`src/rtl/sipo_rx.sv`:
```
// sipo_rx: frame-aligned serial-to-parallel receiver with valid/ready word output
module sipo_rx #(
  parameter int unsigned WIDTH = 4,
  parameter bit MSB_FIRST = 1
) (
  input  logic             clk,
  input  logic             rst,
  input  logic             serial_in,
  input  logic             bit_valid,
  input  logic             frame_start,
  input  logic             clr_err,
  output logic [WIDTH-1:0] parallel_out,
  output logic             out_valid,
  input  logic             out_ready,
  output logic             overrun,
  output logic             resync
);
  localparam int unsigned CW = $clog2(WIDTH);
  typedef enum logic {IDLE, SHIFT} state_t;
  state_t state_q, state_d;
  logic [CW-1:0] cnt_q, cnt_d;
  logic [WIDTH-1:0] sr_q, sr_d, pout_q, pout_d, base, shifted;
  logic valid_q, valid_d, ov_q, ov_d, rs_q, rs_d;
  logic shift_en, done, load, set_rs;
  // Bit capture, word completion and output-stage next state
  always_comb begin
    shift_en = bit_valid && (frame_start || state_q == SHIFT);
    base     = frame_start ? '0 : sr_q;
    shifted  = MSB_FIRST ? {base[WIDTH-2:0], serial_in} : {serial_in, base[WIDTH-1:1]};
    done     = shift_en && !frame_start && cnt_q == CW'(WIDTH-1);
    set_rs   = bit_valid && frame_start && state_q == SHIFT;
    sr_d     = shift_en ? shifted : sr_q;
    cnt_d    = !shift_en ? cnt_q : frame_start ? CW'(1) : done ? '0 : cnt_q + 1'b1;
    state_d  = !shift_en ? state_q : done ? IDLE : SHIFT;
    load     = done && (!valid_q || out_ready);
    valid_d  = load || (valid_q && !out_ready);
    pout_d   = load ? sr_d : pout_q;
    ov_d     = (done && !load) || (ov_q && !clr_err);
    rs_d     = set_rs || (rs_q && !clr_err);
  end
  // State registers with synchronous active-low reset
  always_ff @(posedge clk) begin
    if (!rst) begin
      state_q <= IDLE;
      cnt_q   <= '0;
      sr_q    <= '0;
      pout_q  <= '0;
      valid_q <= 1'b0;
      ov_q    <= 1'b0;
      rs_q    <= 1'b0;
    end else begin
      state_q <= state_d;
      cnt_q   <= cnt_d;
      sr_q    <= sr_d;
      pout_q  <= pout_d;
      valid_q <= valid_d;
      ov_q    <= ov_d;
      rs_q    <= rs_d;
    end
  end
  assign parallel_out = pout_q;
  assign out_valid    = valid_q;
  assign overrun      = ov_q;
  assign resync       = rs_q;
endmodule

```
`config.mk`:
```
export PLATFORM = sky130hd
export DESIGN_NAME = sipo_rx
export DESIGN_NICKNAME = d
export VERILOG_FILES = /design/src/rtl/sipo_rx.sv
export SDC_FILE = /design/constraint.sdc
export NUM_CORES = 1
export LEC_CHECK = 0
export CORE_ASPECT_RATIO = 1.1
export CORE_MARGIN = 2
export CORE_UTILIZATION = 25
export DETAILED_ROUTE_END_ITERATION = 8
export PLACE_DENSITY = 0.49
export SLEW_MARGIN = 20
export SYNTH_ARGS = -nofsm -noshare
export SYNTH_HDL_FRONTEND = slang
export SYNTH_SLANG_ARGS = --single-unit
```
`constraint.sdc`:
```
create_clock -name clk -period 1.2 [get_ports clk]
set_input_delay 0.18 -clock clk [delete_from_list [all_inputs] [get_ports clk]]
set_output_delay 0.18 -clock clk [all_outputs]
set_load 0.05 [all_outputs]
```
Word-level counts from Yosys, hierarchy flattened
Index checks and enable logic that the tools add are counted.
W data, S select, Z words.
Storage, ports and cells
  register bits: 14
  output and inout port bits: 7
Cells by class
  add/subtract/negate cells: 1
  equal/unequal tests: 1
  multiplexer cells: 5
  reductions and logical operators: 20
Operator list (number)
  $logic_and A1 B1 Y1: 10
  $logic_not A1 Y1: 5
  $logic_or A1 B1 Y1: 5
  $mux W2: 2
  $mux W4: 1
  $mux W3: 1
  $add A2 B1 Y2 const B: 1
  $eq A2 B2 Y1 const B: 1
  $mux W1: 1

Longest topological paths before layout
Gate-level depths: netlist of run 1.
  word-level depth: 8
  mapped depth: 4
  mapped depth without buffers: 4

Worst setup path before layout of run 1
No wires, ideal clock.
  path type: flip-flop to flip-flop
  start point: reg valid_q (netlist: out_valid)
  end point: reg pout_q[0] (netlist: parallel_out[0])
  setup time: 0.128 ns
  arrival time: 1.159 ns
  path slack: -0.087 ns
  stages on the path, launching flop included: 4
  clock period less this slack: 1.287 ns
  path through: dfxtp_1 or2b_1 a21oi_1 a211oi_2
Between the ends
  longest elaborated chain between the ends: 3
RTL lines
  start, declared: RTL line 23  | logic valid_q, valid_d, ov_q, ov_d, rs_q, rs_d;
  start signal, assigned: RTL line 56  | valid_q <= valid_d;
  $logic_not A1 Y1: RTL line 35  | load = done && (!valid_q || out_ready);
  $logic_or A1 B1 Y1: RTL line 35
  $logic_and A1 B1 Y1: RTL line 35
  end signal, assigned: RTL line 55  | pout_q <= pout_d;
  end, declared: RTL line 22  | logic [WIDTH-1:0] sr_q, sr_d, pout_q, pout_d, base, shifted;
Every way passes these cells.
A chain may end at the register's enable or synchronous reset.

Final worst setup path of run 1
  start point: reg cnt_q[1]
  end point: reg pout_q[2] (netlist: parallel_out[2])
Between the ends
  longest elaborated chain between the ends: 3
RTL lines
  start, declared: RTL line 21  | logic [CW-1:0] cnt_q, cnt_d;
  start signal, assigned: RTL line 53  | cnt_q <= cnt_d;
  $eq A2 B2 Y1: RTL line 30  | done = shift_en && !frame_start && cnt_q == CW'(WIDTH-1);
  $logic_and A1 B1 Y1: RTL line 30
  $logic_and A1 B1 Y1: RTL line 35
Every way passes these cells.

==> impl_metrics.json, run 1 <==
{
  "crit_path_end_kind": "flop",
  "synth_ff_type": "dfxtp_1",
  "reg2reg_from": "cnt_q[1]",
  "wl_per_cell_um": 11.4,
  "min_from": "bit_valid",
  "grt_busiest_layer": "met2",
  "synth_edf_count": 0,
  "viasPerCell": 4.60,
  "synth-seq-area-share": 0.472,
  "antenna_found_initial": 0,
  "drive_gt1_frac": 0.326,
  "numPortBuffers": 13,
  "hold_viol_final": 0,
  "path_cells": "ha_4 > and4b_2 > a21oi_2 > a311oi_2",
  "clk_pin_slew_ns": 0.08,
  "slew_headroom": 0.687,
  "ys_types": 22,
  "max_stage_delay_ns": 0.36,
  "clk_latency_ns": 0.29,
  "h-tree-depth": 1,
  "worst_pin_slew_ns": 0.468,
  "syn_avg_cell_area_sq_um": 9.00,
  "total_power_uw": 915,
  "gr-usage-met2": 0.195,
  "cts_root_buf": "clkbuf_4",
  "dieArea_sq_mm": 0.00278,
  "vias": 547,
  "ioPinCount": 14,
  "fp.dieW_um": 50.5,
  "crit_slowest_cell": "dfxtp_2",
  "post-route-period-util": 0.969,
  "cp_max_fo": 5,
  "worstHoldPathType": "input pin to flop",
  "coreArea_sq_mm": 0.00225,
  "reg2regPathDepth": 4,
  "start_kind": "flop",
  "grt.total_usage": 0.123,
  "filler_cell_count": 227,
  "r2r_slack_ns": 0.04,
  "postRouteAntennaNets": 0,
  "synth_seq_cells": 14,
  "rsz0062_at_grt": "true",
  "routed_wl_um": 1360,
  "rows": 18,
  "fin_crit_ns": 1.16,
  "status": "completed",
  "die_y_um": 55.1,
  "maxClockFrequency_mhz": 860,
  "worstHoldEndpoint": "resync",
  "postLayoutCellArea_sq_um": 953,
  "irDropWorstVdd_mv": 0.675,
  "synth_nets": 74,
  "fin_ws_ns": 0.0376,
  "overflow": 0,
  "whs_path_depth": 4,
  "cts.sinks": 14,
  "start_util": 0.264,
  "synth_cells": 66,
  "arrival_ns": 1.37,
  "cts_buffer_depth": 2,
  "cp_data_required_time_ns": 1.41,
  "leakage_nw": 0.357,
  "area_growth_pct": 60.4,
  "met1_usage": 0.146,
  "drt_first_pass_iters": 4,
  "n_antenna_cell": 0,
  "reg2reg_to": "parallel_out[2]",
  "crit_type": "flop to flop",
  "dp_slack_ns": -0.268,
  "drc": 0,
  "cts_hold_buf": 0,
  "grt_max_degree": 15,
  "placed_cell_area_sq_um": 880,
  "dp_hpwl_um": 1040,
  "synth-async-reset-ratio": 0,
  "ys_warn_count": 0,
  "place_congestion": 0.713,
  "use_met3": 0.0538,
  "cts_tree": "yes",
  "grt_pass1_vias": 529,
  "syn-cell-area_sq_um": 594,
  "grt_pass1_wl_um": 2460,
  "cts_inserted_buffers": 3,
  "clock_skew_ns": 0.00344,
  "drv_slew": 0,
  "p_per_area_mw_per_mm2": 960,
  "first_iter_violations": 12,
  "final_net_count": 98,
  "setup_viol": 0,
  "max_cap_violations": 0
}
metrics by stage:
step,utilization,hold WS (ns),setup TNS (ns),std cells
floorplan,-,0.339,0,66
global placement,0.391,0.463,-1.85,114
detailed placement,0.391,0.470,-2.08,114
CTS,0.408,0.485,0,118
global route,0.423,0.418,-0.136,119
finish,0.423,0.391,0,119
Yosys cell counts (all sizes together), types with 2 or more instances:
cell | number | area, sq um
a22oi | 3 | 22.5
nand2 | 3 | 11.3
nand2b | 5 | 31.3
nor2b | 2 | 12.5
buf | 3 | 13.8
a21oi | 10 | 50.1
a21o | 2 | 15.0
a311oi | 2 | 17.5
dfxtp | 14 | 280
o21ai | 3 | 15.0
nand3 | 4 | 20.0
nor2 | 6 | 22.5
layout by cell type (no fill, tap or decap), drive strengths merged:
master / n
nor3b: 1
clkbuf: 4
dfxtp: 14
nor2: 6
and4b: 1
a21o: 2
a311oi: 2
a211oi: 1
buf: 16
mux2i: 1
and3b: 1
nand3: 4
a21oi: 10
dlymetal6s2s: 1
nand2: 3
clkdlybuf4s50: 5
o21ai: 3
a22oi: 3
or2b: 1
nor2b: 2
ha: 1
nand2b: 5
inv: 1
nand4b: 1
worst max-delay path: cells and delay by family, from the launching register on:
kind            cells  cell delay [ns]
compound gates      2             0.30
flops               1             0.36
fa+ha+maj           1             0.14
simple gates        1             0.28
report_power, final:
part / leakage (nW) / internal [mW] / switching, mW
registers: 0.115 / 0.473 / 0.00857
logic: 0.221 / 0.0502 / 0.0403
clock network: 0.0210 / 0.185 / 0.158
total: 0.357 / 0.708 / 0.207
metal layers:
metal | wire length [um] | vias to the layer above
met1 | 603 | 244
met2 | 645 | 15
met4 | 31 | 0
met5 | 0 | -
met3 | 80 | 5
li1 | - | 283
state kept, by name, indices dropped and copies added, names as in the netlist:
signal	cells
parallel_out	4
sr_q	4
cnt_q	2
out_valid	1
overrun	1
resync	1
state_q	1
kinds of logic (layout without fill, tap and decap cells):
group	Yosys count	after routing	synth area share
adder cells (fa/ha/maj)	1	1	0.0210
AO/OA/AOI/OAI	21	21	0.223
AND/OR/NAND/NOR	25	25	0.238
flip-flops	14	14	0.472
buffers and inverters	4	27	0.0295
multiplexers	1	1	0.0168
worst max-delay path by stage:
| stage | start | end | cells after the start |
|---|---|---|---|
| floorplan | cnt_q[0] | parallel_out[2] | 4 |
| global placement | bit_valid | parallel_out[3] | 4 |
| detailed placement | frame_start | parallel_out[2] | 4 |
| CTS | cnt_q[1] | parallel_out[2] | 4 |
| global route | cnt_q[1] | parallel_out[2] | 4 |
| finish | cnt_q[1] | parallel_out[2] | 4 |
cell type report:
| type | instances | area (sq um) | area share |
|---|---|---|---|
| multi-input cells | 48 | 322 | 0.337 |
| inverters | 1 | 3.75 | 0.00394 |
| flip-flops and latches | 14 | 284 | 0.298 |
| repair buffers | 22 | 270 | 0.283 |
| well taps | 30 | 37.5 | 0.0394 |
| clock buffers | 4 | 36.3 | 0.0381 |
what timing repair did:
item | CTS | global route
setup buffers | 0 | 1
pin swaps | 1 | 2
resized for setup | 2 | 6
setup endpoints to repair | 2 | 5
Power figures use the tool's default switching activity.
==> run 2, diff against run 1 <==
Settings changed: TNS_END_PERCENT from default to 100.
==> results of run 2 <==
Same layout as run 1: the final DEF is identical, and so are final timing and power.
